`config.mk`:
```
export PLATFORM = sky130hd
export DESIGN_NAME = uart_tx_seq_ctrl
export DESIGN_NICKNAME = d
export VERILOG_FILES = /design/src/rtl/uart_ctrl_pkg.sv /design/src/rtl/uart_gap_timer.sv /design/src/rtl/uart_tx_seq_ctrl.sv
export SDC_FILE = /design/constraint.sdc
export NUM_CORES = 1
export LEC_CHECK = 0
export ABC_AREA = 0
export BUFFER_PORTS_ARGS = -buffer_cell sky130_fd_sc_hd__buf_2
export CAP_MARGIN = 15
export CORE_MARGIN = 2
export CORE_UTILIZATION = 54
export DETAILED_ROUTE_END_ITERATION = 16
export HOLD_SLACK_MARGIN = 0.12
export PLACE_DENSITY = 0.85
export REMOVE_ABC_BUFFERS = 1
export SETUP_SLACK_MARGIN = 0.4
export SYNTH_ARGS = -nofsm -noshare
export SYNTH_HDL_FRONTEND = slang
export SYNTH_SLANG_ARGS = --single-unit
```
`constraint.sdc`:
```
create_clock -name S_AXI_ACLK -period 3.42 [get_ports S_AXI_ACLK]
set_clock_uncertainty 0.15 [all_clocks]
set_input_delay 0.342 -clock S_AXI_ACLK [delete_from_list [all_inputs] [get_ports S_AXI_ACLK]]
set_output_delay 0.342 -clock S_AXI_ACLK [all_outputs]
set_load 0.01 [all_outputs]
```
`src/rtl/uart_ctrl_pkg.sv`:
```
// Shared types and constants for the UART transmit sequencer.
package uart_ctrl_pkg;

  localparam int unsigned LEN_W_DEF = 10;
  localparam int unsigned BYTE_W    = 8;
  localparam int unsigned GAP_CNT_W = 8;

  typedef enum logic [2:0] {
    StIdle   = 3'd0,
    StFetch  = 3'd1,
    StWaitRd = 3'd2,
    StSend   = 3'd3,
    StGap    = 3'd4,
    StDone   = 3'd5
  } tx_state_e;

endpackage

```
`src/rtl/uart_gap_timer.sv`:
```
// Load/count-down timer. expire_o pulses in the last counting cycle, so a load of N followed by
// N enabled cycles expires exactly on the Nth.
module uart_gap_timer
  import uart_ctrl_pkg::*;
(
  input  logic                 clk_i,
  input  logic                 rst_ni,
  input  logic                 load_i,
  input  logic [GAP_CNT_W-1:0] load_val_i,
  input  logic                 en_i,
  output logic                 expire_o
);

  logic [GAP_CNT_W-1:0] cnt_q, cnt_d;

  // Next count: load wins, otherwise count down while enabled and not yet empty.
  always_comb begin
    cnt_d = cnt_q;
    if (load_i) begin
      cnt_d = load_val_i;
    end else if (en_i && (cnt_q != '0)) begin
      cnt_d = cnt_q - GAP_CNT_W'(1);
    end
  end

  // Counter register.
  always_ff @(posedge clk_i or negedge rst_ni) begin
    if (!rst_ni) begin
      cnt_q <= '0;
    end else begin
      cnt_q <= cnt_d;
    end
  end

  // A count of 0 also expires so the timer can never stall the sequencer.
  assign expire_o = en_i && (cnt_q <= GAP_CNT_W'(1));

endmodule

```
`src/rtl/uart_tx_seq_ctrl.sv`:
```
// Transmit sequencer: on a trigger, fetches len bytes from the TX buffer and hands each one to
// the byte transmitter over valid/ready, then pulses done and reports the byte count.
module uart_tx_seq_ctrl
  import uart_ctrl_pkg::*;
#(
  parameter int unsigned LEN_W      = LEN_W_DEF,
  parameter int unsigned GAP_CYCLES = 0
) (
  input  logic              S_AXI_ACLK,
  input  logic              S_AXI_ARESETN,
  input  logic [LEN_W-1:0]  data_length_i,
  input  logic              sent_trig_i,
  input  logic              abort_i,
  output logic              buf_rd_en_o,
  output logic [LEN_W-1:0]  buf_rd_addr_o,
  input  logic [BYTE_W-1:0] buf_rd_data_i,
  output logic [BYTE_W-1:0] tx_data_o,
  output logic              tx_valid_o,
  input  logic              tx_ready_i,
  output logic              busy_o,
  output logic              done_o,
  output logic [LEN_W-1:0]  byte_cnt_o,
  output logic              overrun_o
);

  localparam bit                   UseGap  = (GAP_CYCLES > 0);
  localparam logic [GAP_CNT_W-1:0] GapLoad = GAP_CNT_W'(GAP_CYCLES);

  tx_state_e         state_q, state_d;
  logic [LEN_W-1:0]  len_q, len_d;
  logic [LEN_W-1:0]  cnt_q, cnt_d;
  logic              rd_en_q, rd_en_d;
  logic [LEN_W-1:0]  rd_addr_q, rd_addr_d;
  logic [BYTE_W-1:0] tx_data_q, tx_data_d;
  logic              tx_valid_q, tx_valid_d;
  logic              busy_q, busy_d;
  logic              done_q, done_d;
  logic              overrun_q, overrun_d;
  // Remembers an abort seen mid-byte so it still ends the frame at the next acceptance.
  logic              abort_pend_q, abort_pend_d;

  logic              gap_load;
  logic              gap_en;
  logic              gap_expire;
  logic [LEN_W-1:0]  cnt_inc;

  assign cnt_inc = cnt_q + LEN_W'(1);

  if (UseGap) begin : g_gap
    uart_gap_timer u_gap_timer (
      .clk_i      (S_AXI_ACLK),
      .rst_ni     (S_AXI_ARESETN),
      .load_i     (gap_load),
      .load_val_i (GapLoad),
      .en_i       (gap_en),
      .expire_o   (gap_expire)
    );
  end else begin : g_no_gap
    logic unused_gap;
    assign unused_gap = gap_load ^ gap_en ^ (|GapLoad);
    assign gap_expire = 1'b0;
  end

  // Next-state and registered-output logic for the sequencer FSM.
  always_comb begin
    state_d      = state_q;
    len_d        = len_q;
    cnt_d        = cnt_q;
    rd_en_d      = 1'b0;
    rd_addr_d    = rd_addr_q;
    tx_data_d    = tx_data_q;
    tx_valid_d   = tx_valid_q;
    busy_d       = busy_q;
    done_d       = 1'b0;
    overrun_d    = overrun_q;
    abort_pend_d = abort_pend_q;
    gap_load     = 1'b0;
    gap_en       = 1'b0;

    // Any trigger outside IDLE (including the DONE cycle) is dropped and flagged.
    if (sent_trig_i && (state_q != StIdle)) begin
      overrun_d = 1'b1;
    end
    if (abort_i && (state_q != StIdle)) begin
      abort_pend_d = 1'b1;
    end

    unique case (state_q)
      StIdle: begin
        if (sent_trig_i) begin
          cnt_d        = '0;
          busy_d       = 1'b1;
          overrun_d    = 1'b0;
          abort_pend_d = 1'b0;
          if (data_length_i != '0) begin
            len_d     = data_length_i;
            rd_en_d   = 1'b1;
            rd_addr_d = '0;
            state_d   = StFetch;
          end else begin
            done_d  = 1'b1;
            state_d = StDone;
          end
        end
      end
      StFetch: begin
        state_d = StWaitRd;
      end
      StWaitRd: begin
        tx_data_d  = buf_rd_data_i;
        tx_valid_d = 1'b1;
        state_d    = StSend;
      end
      StSend: begin
        // Valid is held until accepted regardless of abort.
        if (tx_ready_i) begin
          tx_valid_d = 1'b0;
          cnt_d      = cnt_inc;
          if ((cnt_inc == len_q) || abort_i || abort_pend_q) begin
            done_d  = 1'b1;
            state_d = StDone;
          end else if (UseGap) begin
            gap_load = 1'b1;
            state_d  = StGap;
          end else begin
            rd_en_d   = 1'b1;
            rd_addr_d = cnt_inc;
            state_d   = StFetch;
          end
        end
      end
      StGap: begin
        gap_en = 1'b1;
        if (abort_i || abort_pend_q) begin
          done_d  = 1'b1;
          state_d = StDone;
        end else if (gap_expire) begin
          rd_en_d   = 1'b1;
          rd_addr_d = cnt_q;
          state_d   = StFetch;
        end
      end
      StDone: begin
        busy_d       = 1'b0;
        abort_pend_d = 1'b0;
        state_d      = StIdle;
      end
      default: begin
        state_d = StIdle;
      end
    endcase
  end

  // State and output registers; reset clears the frame immediately.
  always_ff @(posedge S_AXI_ACLK or negedge S_AXI_ARESETN) begin
    if (!S_AXI_ARESETN) begin
      state_q      <= StIdle;
      len_q        <= '0;
      cnt_q        <= '0;
      rd_en_q      <= 1'b0;
      rd_addr_q    <= '0;
      tx_data_q    <= '0;
      tx_valid_q   <= 1'b0;
      busy_q       <= 1'b0;
      done_q       <= 1'b0;
      overrun_q    <= 1'b0;
      abort_pend_q <= 1'b0;
    end else begin
      state_q      <= state_d;
      len_q        <= len_d;
      cnt_q        <= cnt_d;
      rd_en_q      <= rd_en_d;
      rd_addr_q    <= rd_addr_d;
      tx_data_q    <= tx_data_d;
      tx_valid_q   <= tx_valid_d;
      busy_q       <= busy_d;
      done_q       <= done_d;
      overrun_q    <= overrun_d;
      abort_pend_q <= abort_pend_d;
    end
  end

  assign buf_rd_en_o   = rd_en_q;
  assign buf_rd_addr_o = rd_addr_q;
  assign tx_data_o     = tx_data_q;
  assign tx_valid_o    = tx_valid_q;
  assign busy_o        = busy_q;
  assign done_o        = done_q;
  assign byte_cnt_o    = cnt_q;
  assign overrun_o     = overrun_q;

endmodule

```
# Word level (Yosys, flattened, before mapping)

Index checks and enable logic that the tools add are counted.
Widths: inputs -> output; s select.

Word-level logic and storage cells: 75
Bits of input ports: 23
Output and inout bits: 33
Register bits after elaboration: 47

Eq/ne operators: 11
Muxes and demuxes: 35
Reductions and logical operators: 17
$add $sub $neg: 1

Operators with widths:

| operator              | count |
|---|---|
| $mux 10               | 6 |
| $pmux 10 s2           | 2 |
| $mux 1                | 16 |
| $mux 3                | 5 |
| $pmux 3 s5            | 1 |
| $add 10x1->10 const B | 1 |
| $eq 10x10->1          | 1 |
| $ne 2x2->1 const B    | 5 |
| $reduce_bool 10->1    | 1 |
| $reduce_and 3->1      | 3 |
| $pmux 1 s2            | 4 |
| $eq 3x2->1 const B    | 2 |
| $eq 3x3->1 const B    | 2 |
| $reduce_bool 2->1     | 3 |
| $reduce_and 5->1      | 1 |
| $reduce_and 2->1      | 2 |
| $eq 3x1->1 const B    | 1 |
| $logic_not 3->1       | 1 |
| $logic_or 1x1->1      | 3 |
| $pmux 1 s3            | 1 |
| $reduce_bool 3->1     | 1 |
| $logic_and 1x1->1     | 2 |

# Longest topological paths before layout

Gate-level depths: netlist (run 1).

Depth after elaboration: 7
Depth in mapped cells: 9
Depth with buffers taken out: 7

# Worst setup path before layout (run 1)

Ideal clock, no wire load.

Path type: reg2reg
Start: register cnt_q[0], in the netlist byte_cnt_o[0]
End: register rd_addr_q[3], in the netlist buf_rd_addr_o[3]
Setup time: 79 ps
Cell stages (with the launch flop): 10
Arrival time: 2362 ps
Setup slack: 829 ps
Path buffers: 2
Period minus slack after synthesis: 2591 ps
Data required time: 3191 ps
Cells stage by stage: dfrtp_1 -> ha_1 -> nand3_1 -> or3_1 -> buf_2 -> o32a_1 -> o2111a_1 -> a211oi_2 -> buf_6 -> mux2i_1

Longest elaborated chain between the ends: 6
Elaborated cells on any way between the ends: 9
Those cells by class: add/sub: 1; eq/ne: 2; mux: 3; reduce/logical: 3

Ends and longest elaborated chain:

| what                              | line                    | source |
|---|---|---|
| start: declaration                | uart_tx_seq_ctrl.sv:31  | `logic [LEN_W-1:0] cnt_q, cnt_d;` |
| start signal: assignment          | uart_tx_seq_ctrl.sv:171 | `cnt_q <= cnt_d;` |
| $add 10x1->10 *                   | uart_tx_seq_ctrl.sv:47  | `assign cnt_inc = cnt_q + LEN_W'(1);` |
| $eq 10x10->1                      | uart_tx_seq_ctrl.sv:119 | `if ((cnt_inc == len_q) \|\| abort_i \|\| abort_pend_q) begin` |
| $logic_or 1x1->1 (2 in series)    | uart_tx_seq_ctrl.sv:119 |  |
| $ne 2x2->1 (no source line)       | n/a                     |  |
| $reduce_and 5->1 (no source line) | n/a                     |  |
| end signal: assignment            | uart_tx_seq_ctrl.sv:173 | `rd_addr_q <= rd_addr_d;` |
| end: declaration                  | uart_tx_seq_ctrl.sv:33  | `logic [LEN_W-1:0] rd_addr_q, rd_addr_d;` |

Mark *: on every way between the ends. The rest lies on a longest branch, timed or not. The select of a mux whose other input is x is not followed.
A chain may end at the register's enable or synchronous reset.

# Worst setup path in the final report (run 1)

Start: register cnt_q[0], in the netlist byte_cnt_o[0]
End: register rd_addr_q[4], in the netlist buf_rd_addr_o[4]

Same word-level chain as after synthesis.

==> results by group, run 1 <==
Die
  • Placeable core region: around 4400 µm²
  • Die area: 5140 µm²
  • Overall die height: slightly above 70 µm
  • Row count: 24
  • Effective utilization at floorplan: between 50 and 60%
  • I/O pin total: between 50 and 60
  • Die W: 71.7 µm

CTS
  • Number of buffers on the longest clock path: 2
  • Number of H-tree levels: 2
  • TritonCTS buffer count: 5
  • Clock tree root buffer cell: clkbuf_8
  • Number of clock sinks: 47
  • TritonCTS clock tree: yes
  • Clock latency on the worst-skew pair: 310 ps
  • Clock-pin slew on the worst setup and hold paths: 90 ps

Placed design
  • Routability-driven placement congestion ratio: 0.968
  • Placed standard-cell area: 2750 µm²
  • Port-buffer cells: 55
  • DP Wirelength: about 3800 µm

Flow run
  • Max-capacitance violation count: 0

Synthesis
  • Area contributors post-synth: dfrtp_1 48%, mux2_2 8.2%, nand2_1 4.6%
  • Most area-hungry cell type in the Yosys netlist: dfrtp_1
  • Post-Synthesis Cell Area: 2470 µm²
  • Share of flip-flops with an asynchronous set or reset after synthesis: between 90% and 100%
  • Sequential cell area fraction in the yosys report: between 40% and 50%
  • Share of Yosys cell area claimed by the top area cell type: 47.6%
  • Main flop type after synthesis: dfrtp_1
  • Yosys reg bits: 47
  • Mean cell area of the mapped netlist: 10.5 µm²
  • Total number of yosys warnings: 0
  • Number of enable-type register cells in the synthesized netlist: 0
  • Number of distinct library cell variants in the gate-level netlist after synthesis: 44
  • Cell count after synthesis: 236

Route
  • Number of violations reported at the end of detailed-routing iteration 0: ~160
  • Final routed DRC violation total: 0
  • Post-detailed-routing wire length: between 5000 and 6000 µm
  • Via count: slightly below 2k
  • Via-to-Cell Ratio: around 5.6
  • Wire per inst: 15.8 µm
  • Detail Route Antenna Nets: 0
  • First-pass DRT Iterations: 4

Power
  • PwrDens: 734 nW/µm²
  • Max rail drop VDD: 0.000510 V
  • Lkg Pwr: 0.00134 µW

Timing
  • Final hold viol count: 0
  • Setup TNS after final layout: 0 ps
  • Max Clk Rate: 351 MHz
  • Final number of setup-violating endpoints: 0
  • Final period demand of the worst path: 2850 ps
  • Period utilization: 83.3%
  • Unrepaired setup endpoints after global routing: no
  • Worst Max-Slew Pin Slew: 1000 ps
  • Max-slew headroom at the worst pin: between 30% and 40%
  • Final max-slew violation count: 0

Critical path
  • Required @ worst endpoint: 3500 ps
  • Number of cells on the worst reg-to-reg path: 8
  • Worst EP arrival: 2930 ps
  • Crit Path Max Fanout: 11
  • Startpoint class of the critical path: flop
  • Crit end category: flop
  • Setup CP Type: flop to flop

Run status
  • Result of the run: finished, final reports clean

GRT
  • Most used routing layer in global routing: met2
  • Via count of the first global-routing pass: about 1.9k
  • Global-route wire length before repair: 9480 µm
  • Fraction of met3 tracks used by global routing: 6.19%
  • GR Util met1: between 30 and 40%
  • Total global-route track usage: 23.9%
  • Total congestion overflow after global routing: 0
  • Met2 demand-to-capacity share in global routing: 36.8%
  • Number of antenna violations at the first check in global routing: 0
  • Pin count of the biggest net entering global routing: 48

Layout
  • Most common library cell in the layout ignoring fill and taps: buf_2
  • Nets@finish: 317
  • Post-layout instance area: roughly 3000 µm²
  • Area growth from synthesis to layout: 19.6%
  • Number of antenna cells inserted: 0
  • Commonest cells after routing, fill and taps aside: 55 x buf_2, 46 x dfrtp_1, 30 x nand2_1
  • Fillcell total: between 300 and 400
  • Fraction of layout cells with a size suffix above 1: a little under a third

Min path
  • Number of stages on the worst hold path: 2
  • Kind of path behind the tightest hold check: input pin to flop
## worst paths after layout
| path | from | endpoint | slack (ps) |
|---|---|---|---|
| max in group asynchronous | S_AXI_ARESETN | byte_cnt_o[0] | 1850 |
| min reg2reg | tx_valid_o | tx_valid_o | 340 |
| max | byte_cnt_o[0] | buf_rd_addr_o[4] | 570 |
| max reg2reg | byte_cnt_o[0] | buf_rd_addr_o[4] | 570 |
| min | data_length_i[5] | len_q[5] | 130 |
| min in group asynchronous | S_AXI_ARESETN | len_q[4] | 590 |
## cell families (layout without fill, tap and decap cells)
family                   count (synthesis)  count (layout)  synth area share, %
flip-flops                              47              47                 47.6
adder cells (fa/ha/maj)                  1               1                0.506
AO/OA/AOI/OAI                           47              47                 13.8
multiplexers                            29              29                 12.7
buffers and inverters                   20              78                 3.90
XOR/XNOR                                17              17                 6.58
AND/OR/NAND/NOR                         75              75                 15.0
## layout make-up
type                    count  area, µm²  share of cell area [%]
repair buffers             66        378                    12.8
multi-input cells         169       1200                    40.8
clock inverters             3       47.5                    1.61
well taps                  52       65.1                    2.20
clock buffers               5       68.8                    2.33
inverters                   4       15.0                   0.508
flip-flops and latches     47       1180                    39.8
## worst max-delay path, cell delays in order (launching register included)
cell and delay, ps:
dfrtp_2 450, ha_1 260, nand3_2 220, or3_1 510, o32a_1 320, o2111a_1 140, a211oi_2 220, buf_4 250
mux2i_1 230
## registers in the layout (all words and copies together) (netlist names), named ones only
register and flops:
tx_valid_o 1, abort_pend_q 1, busy_o 1, byte_cnt_o 10
done_o 1, buf_rd_en_o 1, state_q 3, buf_rd_addr_o 10
len_q 10, tx_data_o 8
## per-stage QoR
step | cells | hold WS [ps] | util, % | setup slack (ps) | total power (µW)
2_1_floorplan | 220 | -104 | - | 285 | 1450
3_3_place_gp | 330 | 307 | 62.8 | 566 | 1710
3_5_place_dp | 330 | 319 | 62.8 | 398 | 1740
4_1_cts | 346 | 123 | 67.4 | 496 | 2180
5_1_grt | 346 | 127 | 67.4 | 414 | 2330
6_report | 346 | 129 | 67.4 | 573 | 2170
## what timing repair did
| action | CTS | global route |
|---|---|---|
| setup endpoints to repair | 6 | 9 |
| resized for setup | 1 | 1 |
| buffers inserted | 0 | 0 |
| pin swaps | 0 | 0 |
| hold endpoints to repair | 54 | 0 |
| hold buffers | 8 | 0 |
## Yosys cell counts, types with 3 or more instances
cell type / instances
a22o_1: 4
a21o_1: 3
nor2_1: 13
xor2_1: 7
buf_2: 5
a21oi_1: 7
inv_1: 4
clkbuf_1: 8
o21ai_0: 14
nand2_1: 30
xnor2_1: 9
nand2b_1: 3
nor2b_1: 4
nor3_1: 5
dfrtp_1: 47
nor4_1: 3
o31ai_1: 4
mux2_2: 18
nand3_1: 5
or3_1: 4
mux2i_1: 11
## metal layers
metal / vias to the layer above / routed length, µm / part of all wire (%)
met3: 14 / 408 / 7.5
met2: 74 / 2600 / 47
li1: 944 / - / -
met5: - / 0 / 0
met4: 0 / 118 / 2.2
met1: 914 / 2350 / 43
## report_power, final
group / internal [µW] / switching [µW] / total, µW / leakage, µW
registers: 739 / 181 / 920 / 0.000591
clock network: 222 / 203 / 424 / 0.0000587
logic: 399 / 425 / 825 / 0.000694
(Power assumes the default switching activity.)
==> run 2: changes to the inputs <==
==> constraint.sdc (replaced) <==
create_clock -name S_AXI_ACLK -period 2.95 [get_ports S_AXI_ACLK]
set_clock_uncertainty 0.15 [all_clocks]
set_input_delay 0.295 -clock S_AXI_ACLK [delete_from_list [all_inputs] [get_ports S_AXI_ACLK]]
set_output_delay 0.295 -clock S_AXI_ACLK [all_outputs]
set_load 0.01 [all_outputs]
==> run 2 against run 1 <==
Non-clock buffer count is 23 higher. Total power is 19% higher. Final cell count up 6.6%. Sequential power grew 16%. Final area is 7.9% higher. Fmax increased by 14%. Clock power rose by 14%. Critical endpoint is now buf_rd_en_o. Largest cell class unchanged. Highest routed layer unchanged.
==> results by group, run 2 (synthesized netlist as in run 1, its figures left out) <==
Run status
  • Result of the run: finished, final reports clean

Power
  • Total power: 2580 µW (+19%)
  • Internal power of the cells: 1620 µW (+19%)
  • Sequential share of power: 41.5% (-0.9 points)
  • Max rail drop VDD: 0.000592 V (+16%)
  • Lkg Pwr: 0.00144 µW (+7.1%)
  • Clock Power Share: 18.7% (-0.9 points)
  • PwrDens: 808 nW/µm² (+10%)
  • Combinational share of power: 39.8% (+1.8 points)
  • Switching share of power: 37.1% (-0.24 points)
  • P_sw: 956 µW (+18%)

GRT
  • Via count of the first global-routing pass: 2021 (+4.1%)
  • Number of antenna violations at the first check in global routing: 0 (unchanged)
  • Global-route wire length before repair: 9590 µm (+1.2%)
  • Total global-route track usage: 24.3% (+0.43 points)
  • Pin count of the biggest net entering global routing: 48 (unchanged)
  • Total congestion overflow after global routing: 0 (unchanged)

Critical path
  • Startpoint class of the critical path: flop
  • Setup CP Type: flop to flop
  • Crit end category: flop
  • Slack of the worst reg-to-reg path: 460 ps (-110 ps)
  • Worst EP arrival: 2540 ps (-390 ps)
  • Crit Path Max Fanout: 5 (-6)
  • Required @ worst endpoint: 3000 ps (-500 ps)

Placed design
  • Placed standard-cell area: 2780 µm² (+1.1%)
  • DP Wirelength: 3870 µm (+2.1%)
  • Routability-driven placement congestion ratio: 1.04 (+7.2%)
  • Setup slack at placement: 288 ps (-110 ps)
  • Port-buffer cells: 55 (unchanged)

Layout
  • Nets@finish: 340 (+7.3%)
  • Area taken by flip-flops and latches: 1180 µm² (+0.53%)
  • Post-layout instance area: 3190 µm² (+7.9%)
  • Most common library cell in the layout ignoring fill and taps: buf_2
  • Commonest cells after routing, fill and taps aside: 55 x buf_2, 41 x dfrtp_1, 30 x nand2_1
  • Area occupied by multi-input gates: 1230 µm² (+2.1%)
  • Number of antenna cells inserted: 0 (unchanged)
  • Fillcell total: 319 (-3.9%)
  • Area growth from synthesis to layout: 29.0%
  • Fraction of layout cells with a size suffix above 1: 34.7% (+3.7 points)
  • Final cell utilization of the core: 72.8% (+5.3 points)

Die
  • Effective utilization at floorplan: 56.4% (unchanged)
  • Die area: 5140 µm² (unchanged)
  • Overall die height: 71.7 µm (unchanged)
  • I/O pin total: 56 (unchanged)
  • Row count: 24 (unchanged)
  • Placeable core region: 4380 µm² (unchanged)
  • Die W: 71.7 µm (unchanged)

CTS
  • Number of clock sinks: 47 (unchanged)
  • Number of H-tree levels: 2 (unchanged)
  • Clock tree root buffer cell: clkbuf_8
  • TritonCTS buffer count: 5 (unchanged)
  • Number of buffers on the longest clock path: 2 (unchanged)
  • Clock-pin slew on the worst setup and hold paths: 90 ps (about the same)
  • Clock latency on the worst-skew pair: 310 ps (about the same)
  • TritonCTS clock tree: yes

Timing
  • Final max-slew violation count: 0 (unchanged)
  • Final worst setup slack: 462 ps (-111 ps)
  • Min Hold Slack: 156 ps (+27.5 ps)
  • Max-slew headroom at the worst pin: 30.6% (-2.6 points)
  • Final hold viol count: 0 (unchanged)
  • Unrepaired setup endpoints after global routing: no
  • Worst Max-Slew Pin Slew: 1040 ps (+38.6 ps)
  • Final period demand of the worst path: 2490 ps (-359 ps)
  • Final number of setup-violating endpoints: 0 (unchanged)
  • Period utilization: 84.4% (+1.1 points)
  • Max Clk Rate: 402 MHz (+14%)

Flow run
  • Max-capacitance violation count: 0 (unchanged)

Route
  • First-pass DRT Iterations: 4 (unchanged)
  • Via-to-Cell Ratio: 5.64 (+0.37%)
  • Wire per inst: 16.0 µm (+0.88%)
  • Detail Route Antenna Nets: 0 (unchanged)
  • Number of violations reported at the end of detailed-routing iteration 0: 117 (-28%)
  • Final routed DRC violation total: 0 (unchanged)
  • Via count: 2083 (+7.0%)
  • Post-detailed-routing wire length: 5890 µm (+7.6%)

Min path
  • Kind of path behind the tightest hold check: input pin to flop
[run 2: changes by cell type in the layout (fill, tap and decap cells not counted), moves of 2 or more]
cell	delta
buf_4	+11
nand3_2	-2
dlygate4sd3_1	+11
dfrtp_2	+5
or3_1	-2
dfrtp_1	-5
or3_4	+2
[run 2: layout make-up]
class / instances / area share (%)
Multi-Input combinational cell: 169 / 38.5
Sequential cell: 47 / 37.1
Timing Repair Buffer: 89 / 18.2
Clock buffer: 5 / 2.16
Tap cell: 52 / 2.04
Clock inverter: 3 / 1.45
Inverter: 4 / 0.471
[run 2: critical path: stages (launching register included)]
cell and delay (ps):
dfrtp_2 440, ha_4 160, nand3_1 100, or3_4 390
buf_4 160, a22o_1 230, a2111oi_4 230, a211oi_2 150
buf_4 190, a31o_1 180
[run 2: what timing repair did]
action	CTS	global route
gates resized for setup	6	8
endpoints found under the setup margin	11	11
hold buffers	19	0
endpoints found under the hold margin	65	0
cloned	1	0
setup buffers	2	5
pin swaps	1	4
[run 2: worst paths after layout]
check                                 to          start  cells after the start
max reg2reg                  buf_rd_en_o  byte_cnt_o[0]                      9
max                          buf_rd_en_o  byte_cnt_o[0]                      9
max in group asynchronous  byte_cnt_o[1]  S_AXI_ARESETN                      2
min reg2reg                   tx_valid_o     tx_valid_o                      1
min in group asynchronous       len_q[2]  S_AXI_ARESETN                      2
min                                 flop    sent_trig_i                      3
[run 2: power groups by stage]
stage          combinational (µW)  sequential, µW  clock [µW]
2_1_floorplan                 605            1080           0
3_3_place_gp                  934            1050           0
3_5_place_dp                  959            1070           0
4_1_cts                      1010            1050         493
6_report                     1030            1070         482
5_1_grt                      1130            1110         518
[run 2: per-stage QoR]
stage | instances | TNS (ps)
6_report | 369 | 0
5_1_grt | 369 | 0
4_1_cts | 364 | 0
3_5_place_dp | 334 | 0
3_3_place_gp | 334 | 0
2_1_floorplan | 220 | -1950
[run 2: per-layer routing]
metal  vias to the layer above  track usage [%]  routed length, µm
li1                        998                -                  -
met1                       987             31.9               2490
met2                        85             39.9               2860
met3                        13             4.92                432
met4                         0             9.43                114
met5                         -                0                  0
==> run 3: changes to the inputs <==
--- a/config.mk
+++ b/config.mk
@@ -5,14 +5,14 @@
 export SDC_FILE = /design/constraint.sdc
 export NUM_CORES = 1
 export LEC_CHECK = 0
-export ABC_AREA = 0
+export ABC_AREA = 1
 export BUFFER_PORTS_ARGS = -buffer_cell sky130_fd_sc_hd__buf_2
 export CAP_MARGIN = 15
 export CORE_MARGIN = 2
-export CORE_UTILIZATION = 54
+export CORE_UTILIZATION = 48
 export DETAILED_ROUTE_END_ITERATION = 16
 export HOLD_SLACK_MARGIN = 0.12
-export PLACE_DENSITY = 0.85
+export PLACE_DENSITY = 0.8
 export REMOVE_ABC_BUFFERS = 1
 export SETUP_SLACK_MARGIN = 0.4
 export SYNTH_ARGS = -nofsm -noshare
==> constraint.sdc (replaced) <==
create_clock -name S_AXI_ACLK -period 2 [get_ports S_AXI_ACLK]
set_clock_uncertainty 0.15 [all_clocks]
set_input_delay 0.2 -clock S_AXI_ACLK [delete_from_list [all_inputs] [get_ports S_AXI_ACLK]]
set_output_delay 0.2 -clock S_AXI_ACLK [all_outputs]
set_load 0.01 [all_outputs]
==> run 3 against run 2 <==
The flow now finishes with violations (negative setup slack). Final cell count rose by 31%. Fmax rose by 14%. Register-to-register slack got worse by 650 ps. Utilization rose by 2.8 points. Wire length rose by 33%. Worst setup slack got worse by 650 ps. Critical path depth rose by 5. Total power rose by 69%. Non-clock buffer count rose by 27. Synthesized cell count rose by 25%. First-iteration DRC count rose by 75%. Largest cell class unchanged. Largest power group is now combinational logic.
==> results by group, run 3 <==
Run status
  • Result of the run: finished, violations left
  • Violations in the final reports: negative setup slack

Timing
  • Final number of setup-violating endpoints: 13 (+13)
  • Max-slew headroom at the worst pin: 52.5% (+22 points)
  • Period utilization: 109% (+25 points)
  • Final hold viol count: 0 (unchanged)
  • Unrepaired setup endpoints after global routing: yes
  • Worst Max-Slew Pin Slew: 706 ps (-335 ps)
  • Final worst setup slack: -189 ps (-651 ps)
  • Final period demand of the worst path: 2190 ps (-299 ps)
  • Final max-slew violation count: 0 (unchanged)
  • Max Clk Rate: 457 MHz (+14%)

GRT
  • Global-route wire length before repair: 11100 µm (+16%)
  • Via count of the first global-routing pass: 2426 (+20%)
  • GR Util met1: 33.0% (+1.2 points)
  • Most used routing layer in global routing: met2
  • Total global-route track usage: 26.5% (+2.2 points)
  • Pin count of the biggest net entering global routing: 25 (-48%)
  • Number of antenna violations at the first check in global routing: 0 (unchanged)
  • Fraction of met3 tracks used by global routing: 3.75% (-1.2 points)
  • Total congestion overflow after global routing: 0 (unchanged)
  • Met2 demand-to-capacity share in global routing: 46.0% (+6.1 points)

Synthesis
  • Post-Synthesis Cell Area: 2400 µm² (-2.9%)
  • Cell count after synthesis: 296 (+25%)
  • Most common library cells after synthesis: 86 x nand2_1, 47 x dfrtp_1, 35 x inv_1
  • Share of Yosys cell area claimed by the top area cell type: 49.0% (+1.4 points)
  • Sequential cell area fraction in the yosys report: 49.0% (+1.4 points)
  • Main flop type after synthesis: dfrtp_1
  • Number of distinct library cell variants in the gate-level netlist after synthesis: 29 (-34%)
  • Most common cell in the synthesized netlist: nand2_1
  • Arithmetic-cell share of the synthesized area counting full adders, half adders and majority gates: 0.521% (+0.015 points)
  • Share of cell area taken by muxes after synthesis: 4.38% (-8.3 points)
  • Yosys reg bits: 47 (unchanged)
  • Mean cell area of the mapped netlist: 8.11 µm² (-23%)
  • Dominant combinational cell family by area after synthesis: simple AND/OR/NAND/NOR gates
  • Post-synthesis compound-gate area fraction: 6.73% (-7.0 points)
  • XOR/XNOR Fraction of Synth Area: 0% (-6.6 points)
  • Share of flip-flops with an asynchronous set or reset after synthesis: 100% (unchanged)
  • Area contributors post-synth: dfrtp_1 49%, nand2_1 13%, nand3_1 6.7%
  • Post-synthesis share of cell area spent on and, or, nand and nor gates: 30.7% (+16 points)
  • Total number of yosys warnings: 0 (unchanged)
  • Number of enable-type register cells in the synthesized netlist: 0 (unchanged)
  • Most area-hungry cell type in the Yosys netlist: dfrtp_1

Route
  • Post-detailed-routing wire length: 7820 µm (+33%)
  • First-pass DRT Iterations: 6 (+2)
  • Detail Route Antenna Nets: 0 (unchanged)
  • Number of violations reported at the end of detailed-routing iteration 0: 205 (+75%)
  • Final routed DRC violation total: 0 (unchanged)
  • Via count: 2608 (+25%)
  • Wire per inst: 16.2 µm (+1.3%)
  • Via-to-Cell Ratio: 5.39 (-4.5%)

Layout
  • Most common library cell in the layout ignoring fill and taps: nand2_1
  • Area growth from synthesis to layout: 50.7%
  • Fillcell total: 299 (-6.3%)
  • Post-layout instance area: 3620 µm² (+13%)
  • Number of antenna cells inserted: 0 (unchanged)
  • Commonest cells after routing, fill and taps aside: 66 x nand2_1, 55 x buf_2, 45 x dfrtp_1
  • Fraction of layout cells with a size suffix above 1: 43.9% (+9.2 points)
  • Final Instance Count excl. Fillers: 484 (+31%)
  • Nets@finish: 440 (+29%)

Power
  • Total power: 4370 µW (+69%)
  • PwrDens: 1210 nW/µm² (+50%)
  • Lkg Pwr: 0.00185 µW (+29%)
  • Max rail drop VDD: 0.000774 V (+31%)

CTS
  • Number of buffers on the longest clock path: 2 (unchanged)
  • Number of clock sinks: 47 (unchanged)
  • TritonCTS clock tree: yes
  • Number of H-tree levels: 2 (unchanged)
  • Clock latency on the worst-skew pair: 310 ps (about the same)
  • Clock-pin slew on the worst setup and hold paths: 100 ps (about the same)
  • Clock tree root buffer cell: clkbuf_8
  • TritonCTS buffer count: 5 (unchanged)

Placed design
  • DP Wirelength: 4110 µm (+6.2%)
  • Cells after DPL: 423 (+27%)
  • Placed standard-cell area: 2790 µm² (+0.13%)
  • Routability-driven placement congestion ratio: 0.891 (-14%)
  • Port-buffer cells: 55 (unchanged)
  • Setup slack at placement: -93.0 ps (-381 ps)

Critical path
  • Crit end category: flop
  • Origin of the critical flop-to-flop path: byte_cnt_o[0]
  • Setup CP Type: flop to flop
  • Startpoint class of the critical path: flop
  • Slack of the worst reg-to-reg path: -190 ps (-650 ps)
  • Endpoint of the worst setup timing path: buf_rd_addr_o[0]
  • Worst EP arrival: 2290 ps (-250 ps)
  • Setup crit start: byte_cnt_o[0]
  • End of the worst register-to-register path: buf_rd_addr_o[0]
  • Crit Path Max Fanout: 5 (unchanged)
  • Number of cells on the worst reg-to-reg path: 14 (+5)
  • Required @ worst endpoint: 2100 ps (-900 ps)

Flow run
  • Max-capacitance violation count: 0 (unchanged)

Die
  • Effective utilization at floorplan: 50.1% (-6.2 points)
  • Placeable core region: 4790 µm² (+9.2%)
  • Die W: 74.7 µm (+4.2%)
  • I/O pin total: 56 (unchanged)
  • Row count: 25 (+4.2%)
  • Overall die height: 74.7 µm (+4.2%)
  • Die area: 5580 µm² (+8.7%)

Min path
  • Kind of path behind the tightest hold check: input pin to flop
==> run 3: changes by cell type after synthesis, moves of 7 or more <==
cell | previous run | this run
mux2i_1 | 11 | 0
clkbuf_1 | 8 | 1
xor2_1 | 7 | 0
nand2_1 | 30 | 86
inv_1 | 4 | 35
nor2_1 | 13 | 22
xnor2_1 | 9 | 0
mux2_2 | 18 | 8
nand3_1 | 5 | 32
o21ai_1 | 0 | 7
==> run 3: kinds of logic after synthesis <==
group	count (synthesis)
buffers and inverters	46
AND/OR/NAND/NOR	163
AO/OA/AOI/OAI	30
adder cells (fa/ha/maj)	1
flip-flops	47
multiplexers	9
==> run 3: worst min-delay path by stage <==
stage,start,endpoint,cells past startpoint
5_1_grt,abort_i,state_q[2],5
3_3_place_gp,S_AXI_ARESETN,len_q[9],1
2_1_floorplan,S_AXI_ARESETN,async pin,0
6_report,sent_trig_i,abort_pend_q,4
4_1_cts,sent_trig_i,abort_pend_q,4
3_5_place_dp,S_AXI_ARESETN,len_q[7],1
==> run 3: stage by stage <==
step                hold WS [ps]  setup TNS [ps]  util (%)
CTS                          127           -1.28      70.5
floorplan                   -246            -540         -
global placement            -132               0      58.2
detailed placement          -131            -865      58.2
finish                       155           -2090      75.6
global route                 172           -3000      75.6
==> run 3: where the power goes <==
part	leakage (µW)	internal, µW	switching, µW	total, µW
sequential	0.000591	1240	232	1470
combinational	0.00122	988	1270	2260
clock	0.0000474	283	353	636
==> run 3: repair_timing <==
| action | in CTS | in global routing |
|---|---|---|
| endpoints found under the hold margin | 68 | 0 |
| pin swaps | 7 | 3 |
| resized for setup | 41 | 49 |
| gates cloned | 3 | 3 |
| endpoints found under the setup margin | 34 | 36 |
| setup buffers | 19 | 6 |
| hold buffers | 22 | 0 |
==> run 3: area by class of cell <==
cell class	count	area [µm²]	share of cell area, %
clock buffers	6	82.6	2.28
flip-flops and latches	47	1180	32.6
multi-input cells	204	1230	34.0
clock inverters	2	16.3	0.450
repair inverters	3	18.8	0.519
inverters	39	154	4.26
repair buffers	116	852	23.6
well taps	67	83.8	2.32
==> run 3: worst max-delay path: stages (launching register included) <==
cell and delay, ps:
dfrtp_1 420, buf_4 180, inv_2 70, nor2_4 180
nand2_1 120, nand3_1 100, nand2_1 70, nor2_1 110
nand2_1 80, nor2_2 130, nand3_2 120, nand3_4 130
buf_6 140, nand3_1 70, nand2_1 70
==> run 3: routing by layer <==
| layer | up-vias | share of wire [%] |
|---|---|---|
| met2 | 164 | 50 |
| met4 | 0 | 5.6 |
| met1 | 1198 | 37 |
| met5 | - | 0 |
| li1 | 1190 | - |
| met3 | 56 | 7.6 |
